**config.mk**
```make
export PLATFORM = sky130hd
export DESIGN_NAME = lsu_riscv_flat
export DESIGN_NICKNAME = d
export VERILOG_FILES = /design/src/rtl/lsu_riscv_if.sv /design/src/rtl/lsu_riscv.sv /design/src/flat_wrapper.sv
export SDC_FILE = /design/constraint.sdc
export NUM_CORES = 1
export LEC_CHECK = 0
export CORE_AREA = 4 4 84 86
export DETAILED_ROUTE_END_ITERATION = 10
export DIE_AREA = 0 0 88 90
export PLACE_DENSITY = 0.86
export SYNTH_ARGS = -nofsm -noshare
export SYNTH_HDL_FRONTEND = slang
export SYNTH_SLANG_ARGS = --single-unit
export TNS_END_PERCENT = 50
```
**constraint.sdc**
```tcl
create_clock -name clk_i -period 2.93 [get_ports clk_i]
set_input_delay 0.586 -clock clk_i [delete_from_list [all_inputs] [get_ports clk_i]]
set_output_delay 0.586 -clock clk_i [all_outputs]
set_load 0.005 [all_outputs]
```
**src/rtl/lsu_riscv_if.sv**
```systemverilog
// Core-side and memory-side signals of the load/store unit.
// master is the LSU's view; slave is the surrounding core plus data memory.
interface lsu_riscv_if;
   logic        core_req_i;
   logic        core_we_i;
   logic [2:0]  core_size_i;
   logic [31:0] core_addr_i;
   logic [31:0] core_wd_i;
   logic [31:0] core_rd_o;
   logic        core_stall_o;
   logic        core_misaligned_o;
   logic        core_fault_o;
   logic        mem_req_o;
   logic        mem_we_o;
   logic [3:0]  mem_be_o;
   logic [31:0] mem_addr_o;
   logic [31:0] mem_wd_o;
   logic [31:0] mem_rd_i;
   logic        mem_ready_i;

   modport master (
      input  core_req_i, core_we_i, core_size_i, core_addr_i, core_wd_i,
             mem_rd_i, mem_ready_i,
      output core_rd_o, core_stall_o, core_misaligned_o, core_fault_o,
             mem_req_o, mem_we_o, mem_be_o, mem_addr_o, mem_wd_o
   );

   modport slave (
      output core_req_i, core_we_i, core_size_i, core_addr_i, core_wd_i,
             mem_rd_i, mem_ready_i,
      input  core_rd_o, core_stall_o, core_misaligned_o, core_fault_o,
             mem_req_o, mem_we_o, mem_be_o, mem_addr_o, mem_wd_o
   );
endinterface

```
**src/rtl/lsu_riscv.sv**
```systemverilog
// RISC-V load/store unit: stalls the core for one word-addressed memory access,
// generates byte enables / replicated store data, and extends load data for writeback.
module lsu_riscv #(
   parameter int TIMEOUT = 16
) (
   input  logic        clk_i,
   input  logic        rst_i,
   lsu_riscv_if.master bus
);

   localparam int CNT_W = (TIMEOUT > 1) ? $clog2(TIMEOUT) : 1;
   localparam logic [CNT_W-1:0] CNT_LAST = (TIMEOUT > 0) ? CNT_W'(TIMEOUT - 1) : '0;
   localparam bit TIMEOUT_EN = (TIMEOUT > 0);

   typedef enum logic {IDLE, BUSY} state_t;

   state_t           state_q, state_d;
   logic [CNT_W-1:0] cnt_q, cnt_d;

   function automatic logic is_misaligned(input logic we, input logic [2:0] size,
                                          input logic [1:0] o);
      case (size)
         3'd0:    is_misaligned = we & 1'b0;
         3'd4:    is_misaligned = we;
         3'd1:    is_misaligned = o[0];
         3'd5:    is_misaligned = we | o[0];
         3'd2:    is_misaligned = |o;
         default: is_misaligned = 1'b1;
      endcase
   endfunction

   function automatic logic [3:0] byte_en(input logic [2:0] size, input logic [1:0] o);
      case (size)
         3'd0, 3'd4: byte_en = 4'b0001 << o;
         3'd1, 3'd5: byte_en = 4'b0011 << o;
         3'd2:       byte_en = 4'b1111;
         default:    byte_en = 4'b0000;
      endcase
   endfunction

   function automatic logic [31:0] store_rep(input logic [2:0] size, input logic [31:0] wd);
      case (size)
         3'd0:    store_rep = {4{wd[7:0]}};
         3'd1:    store_rep = {2{wd[15:0]}};
         default: store_rep = wd;
      endcase
   endfunction

   // Lane select by shifting the word down, then sign or zero extend.
   function automatic logic [31:0] load_ext(input logic [2:0] size, input logic [1:0] o,
                                            input logic [31:0] word);
      logic [31:0]        byte_sh;
      logic [31:0]        half_sh;
      logic signed [7:0]  b;
      logic signed [15:0] h;
      logic signed [31:0] b_s;
      logic signed [31:0] h_s;
      byte_sh = word >> {o, 3'b000};
      half_sh = word >> {o[1], 4'b0000};
      b       = signed'(byte_sh[7:0]);
      h       = signed'(half_sh[15:0]);
      b_s     = 32'(b);
      h_s     = 32'(h);
      case (size)
         3'd0:    load_ext = b_s;
         3'd1:    load_ext = h_s;
         3'd4:    load_ext = {24'd0, byte_sh[7:0]};
         3'd5:    load_ext = {16'd0, half_sh[15:0]};
         default: load_ext = word;
      endcase
   endfunction

   logic misaligned;
   assign misaligned = is_misaligned(bus.core_we_i, bus.core_size_i, bus.core_addr_i[1:0]);

   always_comb begin
      state_d               = state_q;
      cnt_d                 = cnt_q;
      bus.core_rd_o         = '0;
      bus.core_stall_o      = 1'b0;
      bus.core_misaligned_o = 1'b0;
      bus.core_fault_o      = 1'b0;
      bus.mem_req_o         = 1'b0;
      bus.mem_we_o          = 1'b0;
      bus.mem_be_o          = byte_en(bus.core_size_i, bus.core_addr_i[1:0]);
      bus.mem_addr_o        = bus.core_addr_i;
      bus.mem_wd_o          = store_rep(bus.core_size_i, bus.core_wd_i);

      case (state_q)
         IDLE: begin
            if (bus.core_req_i) begin
               if (misaligned) begin
                  bus.core_misaligned_o = 1'b1;
               end else begin
                  bus.mem_req_o    = 1'b1;
                  bus.mem_we_o     = bus.core_we_i;
                  bus.core_stall_o = 1'b1;
                  state_d          = BUSY;
                  cnt_d            = '0;
               end
            end
         end
         BUSY: begin
            bus.mem_req_o = 1'b1;
            bus.mem_we_o  = bus.core_we_i;
            if (bus.mem_ready_i) begin
               state_d = IDLE;
               if (!bus.core_we_i) begin
                  bus.core_rd_o = load_ext(bus.core_size_i, bus.core_addr_i[1:0], bus.mem_rd_i);
               end
            end else if (TIMEOUT_EN && (cnt_q == CNT_LAST)) begin
               bus.core_fault_o = 1'b1;
               bus.mem_req_o    = 1'b0;
               bus.mem_we_o     = 1'b0;
               state_d          = IDLE;
            end else begin
               bus.core_stall_o = 1'b1;
               cnt_d            = cnt_q + 1'b1;
            end
         end
         default: state_d = IDLE;
      endcase

      // Reset silences every output, including an in-flight access.
      if (rst_i) begin
         bus.core_rd_o         = '0;
         bus.core_stall_o      = 1'b0;
         bus.core_misaligned_o = 1'b0;
         bus.core_fault_o      = 1'b0;
         bus.mem_req_o         = 1'b0;
         bus.mem_we_o          = 1'b0;
         bus.mem_be_o          = '0;
         bus.mem_addr_o        = '0;
         bus.mem_wd_o          = '0;
      end
   end

   always_ff @(posedge clk_i) begin
      if (rst_i) begin
         state_q <= IDLE;
         cnt_q   <= '0;
      end else begin
         state_q <= state_d;
         cnt_q   <= cnt_d;
      end
   end

endmodule

```
**src/flat_wrapper.sv**
```systemverilog
// flat-port wrapper written by rule: the top's interface ports become plain ports
module lsu_riscv_flat 
#(
   parameter int TIMEOUT = 16
)
  (clk_i, rst_i, bus_core_req_i, bus_core_we_i, bus_core_size_i, bus_core_addr_i, bus_core_wd_i, bus_mem_rd_i, bus_mem_ready_i, bus_core_rd_o, bus_core_stall_o, bus_core_misaligned_o, bus_core_fault_o, bus_mem_req_o, bus_mem_we_o, bus_mem_be_o, bus_mem_addr_o, bus_mem_wd_o);
  lsu_riscv_if bus_i ();
  input  logic clk_i;
  input  logic rst_i;
  input wire logic [$bits(bus_i.core_req_i)-1:0] bus_core_req_i;
  input wire logic [$bits(bus_i.core_we_i)-1:0] bus_core_we_i;
  input wire logic [$bits(bus_i.core_size_i)-1:0] bus_core_size_i;
  input wire logic [$bits(bus_i.core_addr_i)-1:0] bus_core_addr_i;
  input wire logic [$bits(bus_i.core_wd_i)-1:0] bus_core_wd_i;
  input wire logic [$bits(bus_i.mem_rd_i)-1:0] bus_mem_rd_i;
  input wire logic [$bits(bus_i.mem_ready_i)-1:0] bus_mem_ready_i;
  output wire logic [$bits(bus_i.core_rd_o)-1:0] bus_core_rd_o;
  output wire logic [$bits(bus_i.core_stall_o)-1:0] bus_core_stall_o;
  output wire logic [$bits(bus_i.core_misaligned_o)-1:0] bus_core_misaligned_o;
  output wire logic [$bits(bus_i.core_fault_o)-1:0] bus_core_fault_o;
  output wire logic [$bits(bus_i.mem_req_o)-1:0] bus_mem_req_o;
  output wire logic [$bits(bus_i.mem_we_o)-1:0] bus_mem_we_o;
  output wire logic [$bits(bus_i.mem_be_o)-1:0] bus_mem_be_o;
  output wire logic [$bits(bus_i.mem_addr_o)-1:0] bus_mem_addr_o;
  output wire logic [$bits(bus_i.mem_wd_o)-1:0] bus_mem_wd_o;
  assign bus_i.core_req_i = bus_core_req_i;
  assign bus_i.core_we_i = bus_core_we_i;
  assign bus_i.core_size_i = bus_core_size_i;
  assign bus_i.core_addr_i = bus_core_addr_i;
  assign bus_i.core_wd_i = bus_core_wd_i;
  assign bus_i.mem_rd_i = bus_mem_rd_i;
  assign bus_i.mem_ready_i = bus_mem_ready_i;
  assign bus_core_rd_o = bus_i.core_rd_o;
  assign bus_core_stall_o = bus_i.core_stall_o;
  assign bus_core_misaligned_o = bus_i.core_misaligned_o;
  assign bus_core_fault_o = bus_i.core_fault_o;
  assign bus_mem_req_o = bus_i.mem_req_o;
  assign bus_mem_we_o = bus_i.mem_we_o;
  assign bus_mem_be_o = bus_i.mem_be_o;
  assign bus_mem_addr_o = bus_i.mem_addr_o;
  assign bus_mem_wd_o = bus_i.mem_wd_o;
  lsu_riscv #(.TIMEOUT(TIMEOUT)) u_core (.clk_i(clk_i), .rst_i(rst_i), .bus(bus_i));
endmodule
```
==> impl_metrics.json <==
{
  "cp_slowest_stage_delay_ns": 0.51,
  "final_design_area_no_fill_um2": 4550,
  "setup_violations": 0,
  "ys.warnings.count": 0,
  "antenna_found_initial": 2,
  "synthFlopType": "dfxtp_1",
  "tightestPinTransition_ns": 0.454,
  "p_per_area_nw_per_um2": 167,
  "fp.dieH_um": 90,
  "start_kind": "primary input",
  "hold_class": "flip-flop to flip-flop",
  "arrival_ns": 2.33,
  "grt_pass1_vias": 3209,
  "clock_latency_ns": 0.23,
  "dp.cells": 586,
  "max_freq_mhz": 343,
  "layout-drive-gt1-share_pct": 17.2,
  "synthTopCellsByArea": "nor2b_1 (14%), nand2_1 (9.6%), mux4_2 (9.2%), a21oi_1 (5.9%), dfxtp_1 (5.1%)",
  "hpwl_um": 8550,
  "synth_cell_types": 55,
  "pre_cts_ws_ns": -0.336,
  "clock_path_buffers": 2,
  "synth_edf_count": 0,
  "tritoncts": "yes",
  "grt_use_total_pct": 25.3,
  "required_ns": 2.34,
  "cts_sinks": 5,
  "power.leakage_nw": 2.08,
  "syn_to_final_growth_pct": 132,
  "nets": 630,
  "crit_fanout": 8,
  "drv_cap": 0,
  "dr.pass1.iters": 4,
  "vias_per_cell": 5.34,
  "stdcell_count": 602,
  "whs_ns": 0.547,
  "grt_pass1_wl_um": 16300,
  "crit_type": "primary input to output port",
  "drt_iter0_markers": 186,
  "synthesis.nets": 402,
  "wirelength_um": 10700,
  "io_pins": 209,
  "syn_inst": 297,
  "antenna_left": 0,
  "h-tree-depth": 1,
  "critical_path.top_delay_family": "buffers and inverters",
  "synth_top_cell_area_share_pct": 13.7,
  "rows": 29,
  "postSynthAreaPerCell_um2": 6.61,
  "skew_ns": 0.00192,
  "coreArea_um2": 6280,
  "yosysTopAreaCell": "nor2b_1",
  "fin_crit_ns": 2.92,
  "globalplace.congestion": 0.896,
  "chipWidth_um": 88,
  "root_buffer": "clkbuf_8",
  "critPathBufInv": 5,
  "setup_ws_ns": 0.0150,
  "synth-seq-area-share_pct": 5.10,
  "hold_viol": 0,
  "ys_ff_latch": 5,
  "cp_slowest_cell": "mux4_2",
  "slew_violations": 0,
  "portBuffers": 208,
  "syn_area_um2": 1960,
  "drc_errors": 0,
  "post-route-period-util_pct": 99.5,
  "maxSlewHeadroom_pct": 69.7,
  "vias": 3214,
  "clkTransAtPathRegs_ns": 0.04,
  "rsz0062_at_grt": "yes",
  "synth-async-reset-ratio_pct": 0,
  "cts_made_buffers": 3,
  "grt_max_degree": 74,
  "outcome": "completed",
  "nFillCells": 508,
  "peakVddDrop_uv": 199,
  "endpoint_kind": "output port",
  "wl_per_cell_um": 17.8,
  "tns_ns": 0,
  "cts_hold_buf": 0,
  "dieArea_um2": 7920,
  "gr-total-overflow": 0,
  "cp_cell_sequence": "clkdlybuf4s50_1 > mux4_2 > mux2i_4 > buf_6 > buf_4 > buf_12 > o21ai_0 > clkdlybuf4s15_1",
  "start_util_pct": 31.3,
  "dpl_cell_area_um2": 4310
}
==> synthesized netlist by cell type, types with 2 or more instances <==
cell type / n
clkbuf_1: 15
nor2_1: 14
or3_1: 2
a221oi_1: 2
a221oi_2: 2
inv_1: 5
o21ai_0: 17
buf_2: 10
mux2i_1: 9
dfxtp_1: 5
mux4_2: 8
o21ai_1: 10
a21oi_1: 23
nor2b_1: 43
a211oi_1: 8
a2bb2o_1: 7
nand2b_1: 4
nand3_1: 18
o21a_1: 2
nand2_1: 50
buf_6: 3
a31oi_1: 7
==> cells in the final DEF, fill, tap and decap left out, types with 3 or more instances in the layout <==
| cell type | Yosys | layout |
|---|---|---|
| o21ai_0 | 17 | 16 |
| o21ai_1 | 10 | 11 |
| buf_4 | 1 | 34 |
| nand2b_1 | 4 | 4 |
| buf_12 | 0 | 6 |
| nand3_1 | 18 | 18 |
| mux2i_1 | 9 | 9 |
| nand2_1 | 50 | 50 |
| a221oi_2 | 2 | 3 |
| nor2_1 | 14 | 12 |
| clkbuf_2 | 1 | 8 |
| a2bb2o_1 | 7 | 7 |
| dfxtp_1 | 5 | 5 |
| a211oi_1 | 8 | 7 |
| mux4_2 | 8 | 8 |
| dlygate4sd2_1 | 0 | 28 |
| clkbuf_8 | 0 | 3 |
| buf_6 | 3 | 4 |
| a21oi_1 | 23 | 21 |
| nor2b_1 | 43 | 43 |
| clkdlybuf4s50_1 | 0 | 154 |
| dlymetal6s2s_1 | 0 | 16 |
| inv_1 | 5 | 5 |
| a31oi_1 | 7 | 7 |
==> stage by stage <==
stage	utilization (%)	power (mW)
after floorplan	-	0.255
after global placement	68.6	0.583
after detailed placement	68.6	0.594
after CTS	70.7	0.746
after global routing	72.5	0.802
final	72.5	0.761
==> sequential cells by signal, indices dropped and copies added, names as in the netlist <==
register        count
u_core.cnt_q        4
u_core.state_q      1
==> worst min-delay path, cell delays in order, from the launching register on <==
cell and delay, ns:
dfxtp_1 0.34, inv_1 0.08, o41ai_1 0.07
==> logic make-up after synthesis <==
group | Yosys count | synth area share [%]
AOI/OAI and AO/OA | 88 | 29.4
adders and majority gates | 1 | 0.637
buffers and inverters | 36 | 8.92
DFF | 5 | 5.10
muxes | 19 | 15.5
and+or+nand+nor | 148 | 40.4
==> power by group <==
part           internal, mW  switching (mW)
Combinational         0.344           0.210
Sequential           0.0698         0.00333
Clock                0.0939          0.0399
==> layout make-up <==
class / instances / area [µm²] / share of cell area, %
multi-input cells: 256 / 1770 / 38.9
well taps: 77 / 96.3 / 2.12
flip-flops and latches: 5 / 100 / 2.20
diodes: 1 / 2.50 / 0.0550
repair buffers: 254 / 2510 / 55.3
inverters: 5 / 18.8 / 0.413
clock buffers: 4 / 45.0 / 0.990
==> path summary, 6_finish.rpt <==
kind | from | to | slack, ns | depth (start not counted)
max | bus_mem_rd_i[23] | bus_core_rd_o[19] | 0.01 | 8
min | u_core.cnt_q[2] | u_core.cnt_q[2] | 0.55 | 2
min reg2reg | u_core.cnt_q[2] | u_core.cnt_q[2] | 0.55 | 2
max reg2reg | u_core.state_q | u_core.cnt_q[2] | 1.43 | 4
==> routing by layer <==
metal	vias to the layer above	GRT usage (%)	part of all wire (%)
li1	1531	-	-
met1	1477	29.4	36
met2	177	45.1	53
met3	27	5.48	8.4
met4	2	7.80	2.7
met5	-	0	0.12
==> timing repair <==
action                                  in CTS  in global routing
cloned                                       1                  1
endpoints found under the setup margin      54                 31
pin swaps                                    1                  4
buffers inserted                             4                  5
gates resized for setup                     55                 40
(Power assumes the default switching activity.)
